File: src/rtl/hd44780_text_loader.sv
// Buffers appended HD44780 command/data bytes into instruction RAM, then on commit
// terminates the list with STOP and hands it to the LCD controller, waiting for it to finish.
module hd44780_text_loader #(
    parameter int ram_awidth = 8,
    parameter int ram_dwidth = 16,
    parameter int base_addr  = 0,
    parameter int max_len    = 32
) (
    input  logic                  CLK_I,
    input  logic                  RST_I,
    input  logic                  STB_I,
    input  logic                  CMT_I,
    input  logic [8:0]            DAT_I,
    output logic                  ACK_O,
    output logic [ram_awidth-1:0] o_waddr,
    output logic [ram_dwidth-1:0] o_wdata,
    output logic                  o_wen,
    output logic                  o_ctrl_stb,
    output logic [ram_awidth-1:0] o_start_addr,
    input  logic                  i_ctrl_busy,
    input  logic                  i_ctrl_error,
    output logic                  busy,
    output logic                  error,
    output logic                  overflow
);

    localparam int CNT_W = $clog2(max_len + 1);
    localparam logic [ram_dwidth-1:0] STOP_WORD = {2'b11, {(ram_dwidth-2){1'b0}}};

    typedef enum logic [2:0] {
        S_IDLE,
        S_STOPW,
        S_STROBE,
        S_WAIT_HI,
        S_WAIT_LO
    } state_t;

    state_t                r_state;
    state_t                w_next;
    logic [CNT_W-1:0]      r_count;
    logic [3:0]            r_tmo;
    logic                  r_ack;
    logic                  r_wen;
    logic [ram_awidth-1:0] r_waddr;
    logic [ram_dwidth-1:0] r_wdata;
    logic                  r_error;
    logic                  r_overflow;

    logic                  w_req;
    logic                  w_app;
    logic                  w_cmt;
    logic                  w_full;
    logic                  w_tmo;
    logic                  w_done;
    logic [ram_awidth-1:0] w_addr;

    // The ACK_O cycle never accepts a request, so a held STB_I yields one request per two cycles.
    assign w_req  = (r_state == S_IDLE) && STB_I && !r_ack;
    assign w_app  = w_req && !CMT_I;
    assign w_cmt  = w_req && CMT_I;
    assign w_full = (r_count == CNT_W'(max_len));
    assign w_tmo  = (r_tmo == 4'd15);
    assign w_addr = ram_awidth'(base_addr) + ram_awidth'(r_count);

    assign ACK_O        = r_ack;
    assign o_wen        = r_wen;
    assign o_waddr      = r_waddr;
    assign o_wdata      = r_wdata;
    assign o_start_addr = ram_awidth'(base_addr);
    assign error        = r_error;
    assign overflow     = r_overflow;

    always_ff @(posedge CLK_I) begin
        if (RST_I) begin
            r_state <= S_IDLE;
        end else begin
            r_state <= w_next;
        end
    end

    always_comb begin
        w_next = r_state;
        case (r_state)
            S_IDLE:    if (w_cmt && (r_count != '0)) w_next = S_STOPW;
            S_STOPW:   w_next = S_STROBE;
            S_STROBE:  w_next = S_WAIT_HI;
            S_WAIT_HI: if (i_ctrl_busy || w_tmo) w_next = S_WAIT_LO;
            S_WAIT_LO: if (!i_ctrl_busy) w_next = S_IDLE;
            default:   w_next = S_IDLE;
        endcase
    end

    always_comb begin
        busy       = (r_state != S_IDLE);
        o_ctrl_stb = (r_state == S_STROBE);
        w_done     = (r_state == S_WAIT_LO) && !i_ctrl_busy;
    end

    always_ff @(posedge CLK_I) begin
        if (RST_I) begin
            r_count    <= '0;
            r_tmo      <= '0;
            r_ack      <= 1'b0;
            r_wen      <= 1'b0;
            r_waddr    <= ram_awidth'(base_addr);
            r_wdata    <= '0;
            r_error    <= 1'b0;
            r_overflow <= 1'b0;
        end else begin
            r_ack <= 1'b0;
            r_wen <= 1'b0;
            if (w_app) begin
                r_ack <= 1'b1;
                if (!w_full) begin
                    r_wen   <= 1'b1;
                    r_waddr <= w_addr;
                    r_wdata <= ram_dwidth'(DAT_I);
                    r_count <= r_count + CNT_W'(1);
                end else begin
                    r_overflow <= 1'b1;
                end
            end
            // Flags clear at commit entry; the STOP write happens in the STOPW cycle.
            if (w_cmt) begin
                r_error    <= 1'b0;
                r_overflow <= 1'b0;
                if (r_count == '0) begin
                    r_ack <= 1'b1;
                end else begin
                    r_wen   <= 1'b1;
                    r_waddr <= w_addr;
                    r_wdata <= STOP_WORD;
                end
            end
            if (r_state == S_STROBE) begin
                r_tmo <= '0;
            end else if (r_state == S_WAIT_HI) begin
                r_tmo <= r_tmo + 4'd1;
            end
            if ((r_state == S_WAIT_HI) && !i_ctrl_busy && w_tmo) begin
                r_error <= 1'b1;
            end
            if (w_done) begin
                r_error <= r_error | i_ctrl_error;
                r_count <= '0;
                r_ack   <= 1'b1;
            end
        end
    end

endmodule

File: config.mk
export PLATFORM = sky130hd
export DESIGN_NAME = hd44780_text_loader
export DESIGN_NICKNAME = d
export VERILOG_FILES = /design/src/rtl/hd44780_text_loader.sv
export SDC_FILE = /design/constraint.sdc
export NUM_CORES = 1
export LEC_CHECK = 0
export ABC_AREA = 0
export CAP_MARGIN = 10
export CORE_ASPECT_RATIO = 0.7
export CORE_UTILIZATION = 30
export DETAILED_ROUTE_END_ITERATION = 6
export DONT_BUFFER_PORTS = 1
export SYNTH_ARGS = -nofsm -noshare
export SYNTH_HDL_FRONTEND = slang
export SYNTH_SLANG_ARGS = --single-unit
File: constraint.sdc
create_clock -name CLK_I -period 3.4 [get_ports CLK_I]
set_input_delay 0.17 -clock CLK_I [delete_from_list [all_inputs] [get_ports CLK_I]]
set_output_delay 0.17 -clock CLK_I [all_outputs]
set_load 0.005 [all_outputs]
==> results.py <==
metrics = {
    "floorplanning": {
        "die_area_um2": 6230,
        "start_util": 0.310,
        "rows": 23,
        "die_h_um": 66.4,
        "die_w_um": 94.0,
        "boundaryPins": 53,
        "core_um2": 5730,
    },
    "hold_path": {
        "min_path_type": "in -> reg",
        "min-delay-start": "DAT_I[6]",
        "holdPathStages": 2,
        "min_delay_worst_endpoint": "o_wdata[6]$_SDFF_PP0_",
    },
    "drt": {
        "totalWireLength_um": 3610,
        "via_count": 1287,
        "dr.pass1.iters": 4,
        "detail_route.wl_per_cell_um": 13.7,
        "ant_nets": 0,
        "via_per_inst": 4.88,
        "drc": 0,
        "drt_iter0_markers": 64,
    },
    "synth": {
        "synth_area_per_cell_um2": 9.49,
        "yosys_warnings": 0,
        "yosysUniqueCellTypes": 45,
        "synth-compound-area-share": 0.156,
        "synthSimpleGateAreaFrac": 0.213,
        "synth_top_family_by_area": "simple AND/OR/NAND/NOR gates",
        "yosysMostFrequentCell": "dfxtp_1",
        "netlist_area_um2": 1780,
        "ys_seq_area_frac": 0.462,
        "synth_edf_count": 0,
        "ys_ff_latch": 41,
        "async_reset_ff_frac": 0,
        "synth_adder_area_share": 0.0211,
        "synth_top_area_frac": 0.462,
        "yosys-top-cells-area": "dfxtp_1, mux2i_1, nor2_1",
        "synth_cells": 187,
        "yosysTopAreaCell": "dfxtp_1",
        "synth-xor-area-share": 0.00987,
        "synth-main-ff-cell": "dfxtp_1",
        "synthMuxAreaShare": 0.0677,
        "ys_top_cells_by_count": "dfxtp_1, nor2_1, mux2i_1, a21oi_1",
    },
    "power": {
        "power.total_w": 0.000918,
        "power.density_nw_per_um2": 479,
        "leakage_nw": 0.720,
        "irDropWorstVdd_uv": 159,
    },
    "finish": {
        "finish.utilization": 0.335,
        "drive_above_1_share": 0.106,
        "fillers": 589,
        "num_antenna_cells": 0,
        "final_cell_count_no_fill": 264,
        "nets": 206,
        "area_growth_pct": 8.03,
    },
    "clocking": {
        "clk_latency_ps": 300,
        "cts_tree": "done",
        "postCtsSetupRepairBufs": 0,
        "cts_buffer_depth": 2,
        "cts_resized": 0,
        "path_clk_slew_ps": 90,
        "cts_made_buffers": 5,
        "clock-sinks": 41,
        "cts_root_buf": "clkbuf_8",
        "htreeDepth": 2,
        "postCtsHoldBufs": 2,
    },
    "critical_path": {
        "criticalPathCategory": "reg -> reg",
        "crit_start": "r_count[0]$_SDFFE_PP0P_",
        "reg2reg_slack_ps": 1140,
        "cp.required_ps": 3600,
        "reg2reg_depth": 7,
        "arrival_ps": 2460,
        "r2r-end": "r_count[5]$_SDFFE_PP0P_",
        "crit_path_start_kind": "flip-flop",
        "crit_path_max_fanout": 19,
        "timing.rr.start": "r_count[0]$_SDFFE_PP0P_",
        "cp-end-kind": "flip-flop",
    },
    "sta": {
        "period_share": 0.665,
        "fin_tns_setup_ps": 0,
        "rsz0062_at_grt": "no",
        "setup_viol": 0,
        "worst_pin_slew_ps": 947,
        "fin_crit_ps": 2260,
        "hold_violations": 0,
        "whs_ps": 16.9,
        "timing.final.max_slew_violations": 0,
        "finalClockSkew_ps": 10.3,
        "relSlewSlack": 0.359,
        "max_freq_ghz": 0.442,
    },
    "grt": {
        "grt_pass1_wl_um": 5510,
        "antenna_found_initial": 0,
        "grt_max_degree": 20,
        "grt_overflow": 0,
        "grt_usage": 0.119,
        "grt_pass1_vias": 1132,
    },
    "placed_design": {
        "gp_congestion": 0.689,
        "place_inst": 254,
        "dp_hpwl_um": 2520,
        "port_buffers": 0,
    },
    "status": {
        "outcome": "finished, final reports clean",
    },
    "run": {
        "maxCapViolCount": 0,
    },
}
==> cell type report <==
type / instances / area, um2 / area share
inverter: 6 / 22.5 / 0.0117
sequential: 41 / 821 / 0.428
timing repair buffer: 3 / 27.5 / 0.0144
clock inverter: 3 / 25.0 / 0.0130
clock buffer: 5 / 68.8 / 0.0359
tap: 75 / 93.8 / 0.0489
multi-input combinational: 131 / 860 / 0.448
==> critical path, stage by stage (launching register included) <==
cell	delay [ps]
dfxtp_1	360
inv_1	70
ha_1	140
nor4b_1	770
a2111oi_4	160
buf_4	270
and3_1	200
o21ba_2	190
==> flip-flops by register name (all words and copies together) (netlist names) <==
signal    cells
error         1
r_state       3
o_wdata      16
o_waddr       8
r_count       6
o_wen         1
r_tmo         4
ACK_O         1
overflow      1
==> worst max path at each step <==
stage	end	cells after the start
floorplan	o_wdata[0]$_SDFF_PP0_	7
global placement	r_count[5]$_SDFFE_PP0P_	7
finish	r_count[5]$_SDFFE_PP0P_	7
global route	r_count[5]$_SDFFE_PP0P_	7
detailed placement	r_count[5]$_SDFFE_PP0P_	7
CTS	r_count[5]$_SDFFE_PP0P_	7
==> power breakdown <==
| part | internal, W | switching, W | leakage, nW |
|---|---|---|---|
| registers | 0.000493 | 0.0000139 | 0.332 |
| clock network | 0.000148 | 0.000183 | 0.0447 |
| logic | 0.0000299 | 0.0000502 | 0.343 |
==> per-layer routing <==
metal	global-route usage	wire [um]	part of all wire	up-vias
li1	-	-	-	638
met2	0.169	1520	0.42	40
met4	0.0423	21	0.0058	0
met3	0.0805	413	0.11	4
met5	0	0	0	-
met1	0.140	1650	0.46	605
==> metrics by stage <==
step	instance area, um2	setup slack (ps)
5_1_grt	1920	977
3_3_place_gp	1800	1280
4_1_cts	1920	1110
3_5_place_dp	1800	1140
6_report	1920	1140
2_1_floorplan	1800	1390
==> logic make-up after synthesis <==
logic type	Yosys count
flip-flops	41
AND/OR/NAND/NOR	69
AO/OA/AOI/OAI	37
XOR/XNOR	2
other	1
adder cells (fa/ha/maj)	3
buffers and inverters	22
multiplexers	12
==> layout by cell type, fill, tap and decap left out, types with 5 or more instances in the layout <==
cell and instances:
conb_1 8, and2_1 8, inv_1 5, nor2_1 25, nand2_1 8, dfxtp_1 41, a21oi_1 11, nand2b_1 5
a31oi_1 7, mux2i_1 12, clkbuf_8 5
Note: power is estimated with default switching activity, not from simulation.
